===== src/rtl/melody_sequencer.sv =====
// Step sequencer for the 64-entry notes ROM: drives the note index at a fixed tempo and
// turns the returned half-period divider into a square wave. Optional macro: MELODY_GAP_EN.
module melody_sequencer #(
  parameter int BW         = 16,
  parameter int NOTE_TICKS = 1500000,
  parameter int GAP_TICKS  = 120000
) (
  input  logic          clk_i,
  input  logic          rst_i,
  input  logic          start_i,
  input  logic          stop_i,
  input  logic          loop_i,
  output logic [5:0]    note_index_o,
  input  logic [BW-1:0] divider_value_i,
  output logic          audio_o,
  output logic          busy_o,
  output logic          done_o
);

  localparam int TW = (NOTE_TICKS > 1) ? $clog2(NOTE_TICKS) : 1;

  // Without the gap, TONE runs to the last tick of the step and GAP_TICKS has no effect.
`ifdef MELODY_GAP_EN
  localparam int GAP_LEN = GAP_TICKS;
`else
  localparam int GAP_LEN = GAP_TICKS * 0;
`endif

  localparam logic [TW-1:0] TONE_LAST = TW'(NOTE_TICKS - GAP_LEN - 1);
`ifdef MELODY_GAP_EN
  localparam logic [TW-1:0] STEP_LAST = TW'(NOTE_TICKS - 1);
`endif

  typedef enum logic [1:0] {
    IDLE,
    TONE
`ifdef MELODY_GAP_EN
    , GAP
`endif
  } state_t;

  state_t        state, state_n;
  logic [TW-1:0] tick, tick_n;
  logic [BW-1:0] hp, hp_n;
  logic [5:0]    idx_n;
  logic          audio_n;
  logic          done_n;
  logic          step_end;

  always_ff @(posedge clk_i or posedge rst_i) begin
    if (rst_i) begin
      state        <= IDLE;
      tick         <= '0;
      hp           <= '0;
      note_index_o <= '0;
      audio_o      <= 1'b0;
      done_o       <= 1'b0;
    end else begin
      state        <= state_n;
      tick         <= tick_n;
      hp           <= hp_n;
      note_index_o <= idx_n;
      audio_o      <= audio_n;
      done_o       <= done_n;
    end
  end

  always_comb begin
    state_n  = state;
    tick_n   = tick;
    hp_n     = hp;
    idx_n    = note_index_o;
    audio_n  = audio_o;
    done_n   = 1'b0;
    step_end = 1'b0;

    if (stop_i) begin
      state_n = IDLE;
      tick_n  = '0;
      hp_n    = '0;
      idx_n   = '0;
      audio_n = 1'b0;
    end else begin
      case (state)
        IDLE: begin
          tick_n  = '0;
          hp_n    = '0;
          idx_n   = '0;
          audio_n = 1'b0;
          if (start_i) state_n = TONE;
        end
        TONE: begin
          tick_n = tick + TW'(1);
          if (divider_value_i == '0) begin
            hp_n    = '0;
            audio_n = 1'b0;
          end else if (hp == divider_value_i - BW'(1)) begin
            hp_n    = '0;
            audio_n = ~audio_o;
          end else begin
            hp_n = hp + BW'(1);
          end
          // Leaving TONE always silences the output so the next TONE entry starts clean.
          if (tick == TONE_LAST) begin
            hp_n    = '0;
            audio_n = 1'b0;
`ifdef MELODY_GAP_EN
            state_n = GAP;
`else
            step_end = 1'b1;
`endif
          end
        end
`ifdef MELODY_GAP_EN
        GAP: begin
          tick_n  = tick + TW'(1);
          hp_n    = '0;
          audio_n = 1'b0;
          if (tick == STEP_LAST) step_end = 1'b1;
        end
`endif
        default: begin
          state_n = IDLE;
        end
      endcase

      if (step_end) begin
        tick_n = '0;
        if (note_index_o != '1) begin
          idx_n   = note_index_o + 6'd1;
          state_n = TONE;
        end else if (loop_i) begin
          idx_n   = '0;
          state_n = TONE;
        end else begin
          idx_n   = '0;
          state_n = IDLE;
          done_n  = 1'b1;
        end
      end
    end
  end

  assign busy_o = (state != IDLE);

endmodule


===== config.mk =====
export PLATFORM = sky130hd
export DESIGN_NAME = melody_sequencer
export DESIGN_NICKNAME = d
export VERILOG_FILES = /design/src/rtl/melody_sequencer.sv
export SDC_FILE = /design/constraint.sdc
export NUM_CORES = 1
export LEC_CHECK = 0
export CAP_MARGIN = 20
export CELL_PAD_IN_SITES_DETAIL_PLACEMENT = 2
export CELL_PAD_IN_SITES_GLOBAL_PLACEMENT = 2
export CORE_MARGIN = 4
export CORE_UTILIZATION = 38
export CTS_BUF_LIST = sky130_fd_sc_hd__clkbuf_16
export CTS_CLUSTER_SIZE = 14
export DETAILED_ROUTE_END_ITERATION = 8
export PLACE_DENSITY_LB_ADDON = 0.1
export SYNTH_ARGS = -nofsm -noshare
export SYNTH_HDL_FRONTEND = slang
export SYNTH_SLANG_ARGS = --single-unit

===== constraint.sdc =====
create_clock -name clk_i -period 7.4 [get_ports clk_i]
set_clock_uncertainty 0.2 [all_clocks]
set_input_delay 1.11 -clock clk_i [delete_from_list [all_inputs] [get_ports clk_i]]
set_output_delay 1.11 -clock clk_i [all_outputs]
set_load 0.05 [all_outputs]

* Yosys cells after proc, flatten, opt, wreduce, memory -nomap -nowiden
Index checks and enable logic that the tools add are counted.
Storage, ports and cells: output and inout bits 9, word-level logic and storage cells 56, bits in registers 47
Cells by class: bitwise operators 1, reductions and logical operators 8, add/subtract/negate cells 4, eq/ne operators 7, multiplexer cells 30
Operator list (number):
- 16-bit two-way mux | 4
- 21-bit two-way mux | 2
- 21-bit one-hot mux with 2 select lines | 1
- 16-bit one-hot mux with 2 select lines | 1
- 6-bit two-way mux | 4
- 21-bit by 1-bit adder with 21-bit output (second input constant) | 1
- 21-bit equality test (second input constant) | 1
- 16-bit by 1-bit adder with 16-bit output (second input constant) | 1
- 16-bit equality test | 1
- 16-bit logical NOT | 1
- 16-bit by 1-bit subtractor with 16-bit output (second input constant) | 1
- 1-bit two-way mux | 13
- 6-bit by 1-bit adder with 6-bit output (second input constant) | 1
- 2-bit two-way mux | 3
- 6-bit != test (second input constant) | 1
- 3-bit nonzero test | 2
- 5-bit != test (second input constant) | 1
- 4-bit != test (second input constant) | 1
- 2-bit one-hot mux with 2 select lines | 1
- 2-bit AND reduction | 2
- 4-bit nonzero test | 1
- 3-bit != test (second input constant) | 1
- 2-bit by 1-bit equality test with 1-bit output (second input constant) | 1
- 2-bit logical NOT | 1
- 3 further kinds | 3

* Logic depth before layout (Yosys ltp)
word-level depth 7, mapped depth 9

* Worst setup path after synthesis
Ideal clock, no wire load.
path type in2reg, start point in divider_value_i[3], end point reg hp[6], buffers on the path 1, data arrival time 2.823 ns, library setup time 0.146 ns, cell stages on the path 7, path slack 4.231 ns, cells stage by stage or4_1 nor3_1 and3_1 o21ai_1 nor4_4 buf_6 nor3_1
Between the ends: word-level cells in the longest chain between the ends 7, elaborated cells between the ends (all ways) 8, classes of those cells add/sub: 1; eq/ne: 1; mux: 5; reduce/logical: 1
Ends and longest elaborated chain:
- start, declared | RTL line 14 | input logic [BW-1:0] divider_value_i,
- 16-bit by 1-bit subtractor with 16-bit output | RTL line 97 | end else if (hp == divider_value_i - BW'(1)) begin
- 16-bit equality test | RTL line 97
- 16-bit two-way mux | RTL line 97
- 16-bit two-way mux * | RTL line 94 | if (divider_value_i == '0) begin
- 16-bit two-way mux * | RTL line 104 | if (tick == TONE_LAST) begin
- 16-bit one-hot mux with 2 select lines * | RTL line 84 | case (state)
- 16-bit two-way mux * | RTL line 77 | if (stop_i) begin
- net hp_n[6] | RTL line 44 | logic [BW-1:0] hp, hp_n;
- end signal, assigned | RTL line 61 | hp <= hp_n;
- end, declared | RTL line 44
Mark *: on every way through the listed nets, which the timed path passes. The rest lies on a longest branch. A chain may end at the register's enable or synchronous reset.

* Worst setup path in the final report
start point in divider_value_i[3], end point reg hp[1]
The elaborated chain is that of the path after synthesis.

==> out/metrics.csv <==
metric;value;unit
status;finished clean;
power;525;µW
drc;0;
die_w;93.0;µm
routed_wl;7.85;mm
grt_pass1_vias;2561;
grt_pass1_wl;13.1;mm
port_buffers;29;
fp.dieH;93.0;µm
holdCritPathClass;flip-flop to flip-flop;
critical_path.startpoint;divider_value_i[3];
drv_cap;0;
cts-hold-fix-buffers;0;
yosysMostFrequentCell;dfrtp_1;
overflow;0;
worstHoldStart;tick[0]$_DFF_PP0_;
grt_use_total;19.4;%
cts_sinks;46;
path_max_fanout;16;
synth_area_per_cell;9.13;µm²
end_kind;flip-flop;
slew_headroom;37.1;%
fin_crit_sh;54.2;%
start_util;39.8;%
synthCells;301;
wl_per_cell;18.3;µm
placementRows;30;
cts_setup_buffers;0;
power.density;159;nW/µm²
grt_max_degree;47;
fin_nets;357;
crit_arrival;3.94;ns
htreeDepth;2;
tightest_slew;0.936;ns
synth_seq_cells;46;
worst_r2r_startpoint;hp[10]$_DFF_PP0_;
rsz0062_at_grt;false;
vias;2350;
clockBufferDepth;2;
place.gp.congestion;0.889;
critPathLaunchType;primary input;
antenna-diode-count;0;
via_per_inst;5.48;
insertion_delay;0.29;ns
coreArea;6910;µm²
maxSlewViolCount;0;
crit_type;primary input to flip-flop;
cts_tree;done;
clk_pin_slew_worst_paths;0.07;ns
p_switching;127;µW
hpwl;5.89;mm
combPwrFrac;9.6;%
yosysSeqAreaShare;41.9;%
cp.required;7.33;ns
fin_tns_setup;0;ns
p_seq_share;48.5;%
power_leakage;1.29;nW
cts_buffers;5;
syn_nets;326;
root_buffer;clkbuf_16;
cts.repair.resized;0;
netlist_area;2750;µm²
ys_types;44;
final-setup-viol-count;0;
nFillCells;781;
synth.area.top_cells;dfrtp_1, xor2_1, xnor2_1;
postRouteAntennaNets;0;
ys.flop_type;dfrtp_1;
area_growth;19.9;%
drt_first_iter_violations;71;
synth_common_cells;dfrtp_1, nor2_1, xor2_1;
drtPass1Iterations;4;
drive_gt1_share;4.80;%
p_clk_share;42.0;%
max_freq;249;MHz
synthArstFlopShare;100;%
peakVddDrop;0.0961;mV
swShare;24.2;%
antenna_found_initial;0;
yosys_warnings;0;
io_pins;30;
dieArea;8660;µm²
synth_top_cell_area_share;41.9;%
synth-edff-count;0;
p_int;398;µW
finalHoldViolations;0;
fin_crit;4.01;ns
synth_area_leader_cell;dfrtp_1;
-- sequential cells by signal (all words and copies together) (netlist names) --
| name | cells |
|---|---|
| note_index_o | 6 |
| hp | 16 |
| tick | 21 |
| state | 1 |
| done_o | 1 |
| audio_o | 1 |
-- stage by stage --
step | hold WS [ns] | instance area, µm² | util, % | worst slack, ns | std cells
floorplan | 0.233 | 2750 | - | 4.23 | 301
global placement | 0.259 | 3130 | 45.3 | 3.21 | 420
detailed placement | 0.263 | 3130 | 45.3 | 3.13 | 420
CTS | 0.282 | 3270 | 47.4 | 3.42 | 428
global route | 0.307 | 3290 | 47.7 | 3.14 | 429
finish | 0.289 | 3290 | 47.7 | 3.39 | 429
-- layer usage --
layer | GRT usage (%) | share of wire [%] | up-vias
li1 | - | - | 1115
met1 | 26.5 | 48 | 1196
met2 | 31.0 | 47 | 31
met3 | 3.22 | 2.8 | 8
met4 | 7.20 | 1.6 | 0
met5 | 0 | 0 | -
-- cells by family (layout without fill, tap and decap cells) --
group                      Yosys count  in the layout  share of synthesized area, %
AOI/OAI and AO/OA                   23             23                          5.69
xor gates and xnor gates            55             55                          17.5
adders and majority gates            4              4                          1.82
buffers and inverters               15             47                          2.37
DFF                                 46             46                          41.9
muxes                                2              2                         0.774
and+or+nand+nor                    156            156                          29.9
-- cell type report --
type                    instances  area [µm²]  area share (%)
repair buffers                 31         318            9.65
multi-input cells             240        1530            46.5
clock buffers                   5         125            3.80
flip-flops and latches         46        1150            35.0
inverters                       8        30.0           0.912
clock inverters                 3        17.5           0.532
well taps                      96         120            3.65
-- placed cells by master, fill, tap and decap left out, types with 5 or more instances in the layout --
cell type / count
a21oi_1: 5
and3_1: 9
clkbuf_16: 5
clkdlybuf4s50_1: 29
dfrtp_1: 46
inv_1: 8
nand2_1: 21
nand3_1: 15
nand4_1: 12
nor2_1: 41
nor3_1: 23
nor4_1: 6
o21ai_0: 5
xnor2_1: 27
xor2_1: 28
-- power by group through the flow --
stage          Clock [mW]  Sequential (mW)  Combinational [mW]
2_1_floorplan           0            0.260              0.0238
3_3_place_gp            0            0.259              0.0478
3_5_place_dp            0            0.259              0.0491
4_1_cts             0.228            0.254              0.0494
5_1_grt             0.241            0.254              0.0550
6_report            0.220            0.254              0.0502
-- critical path, cell delays in order --
cell and delay (ns):
clkdlybuf4s50_1 0.52, or4_1 0.61, nor3_1 0.36, and3_1 0.25, o21ai_1 0.10, nor4_4 0.85, nor3b_1 0.13
-- final timing paths --
kind,to,slack [ns],cells after the start
worst min register to register,tick[0]$_DFF_PP0_,0.29,1
max in group asynchronous,note_index_o[0]$_DFFE_PP0P_,5.67,3
worst max-delay path,hp[1]$_DFF_PP0_,3.39,7
min in group asynchronous,hp[14]$_DFF_PP0_,0.85,2
worst min-delay path,tick[0]$_DFF_PP0_,0.29,1
worst max register to register,hp[1]$_DFF_PP0_,4.61,6
(Power assumes the default switching activity.)
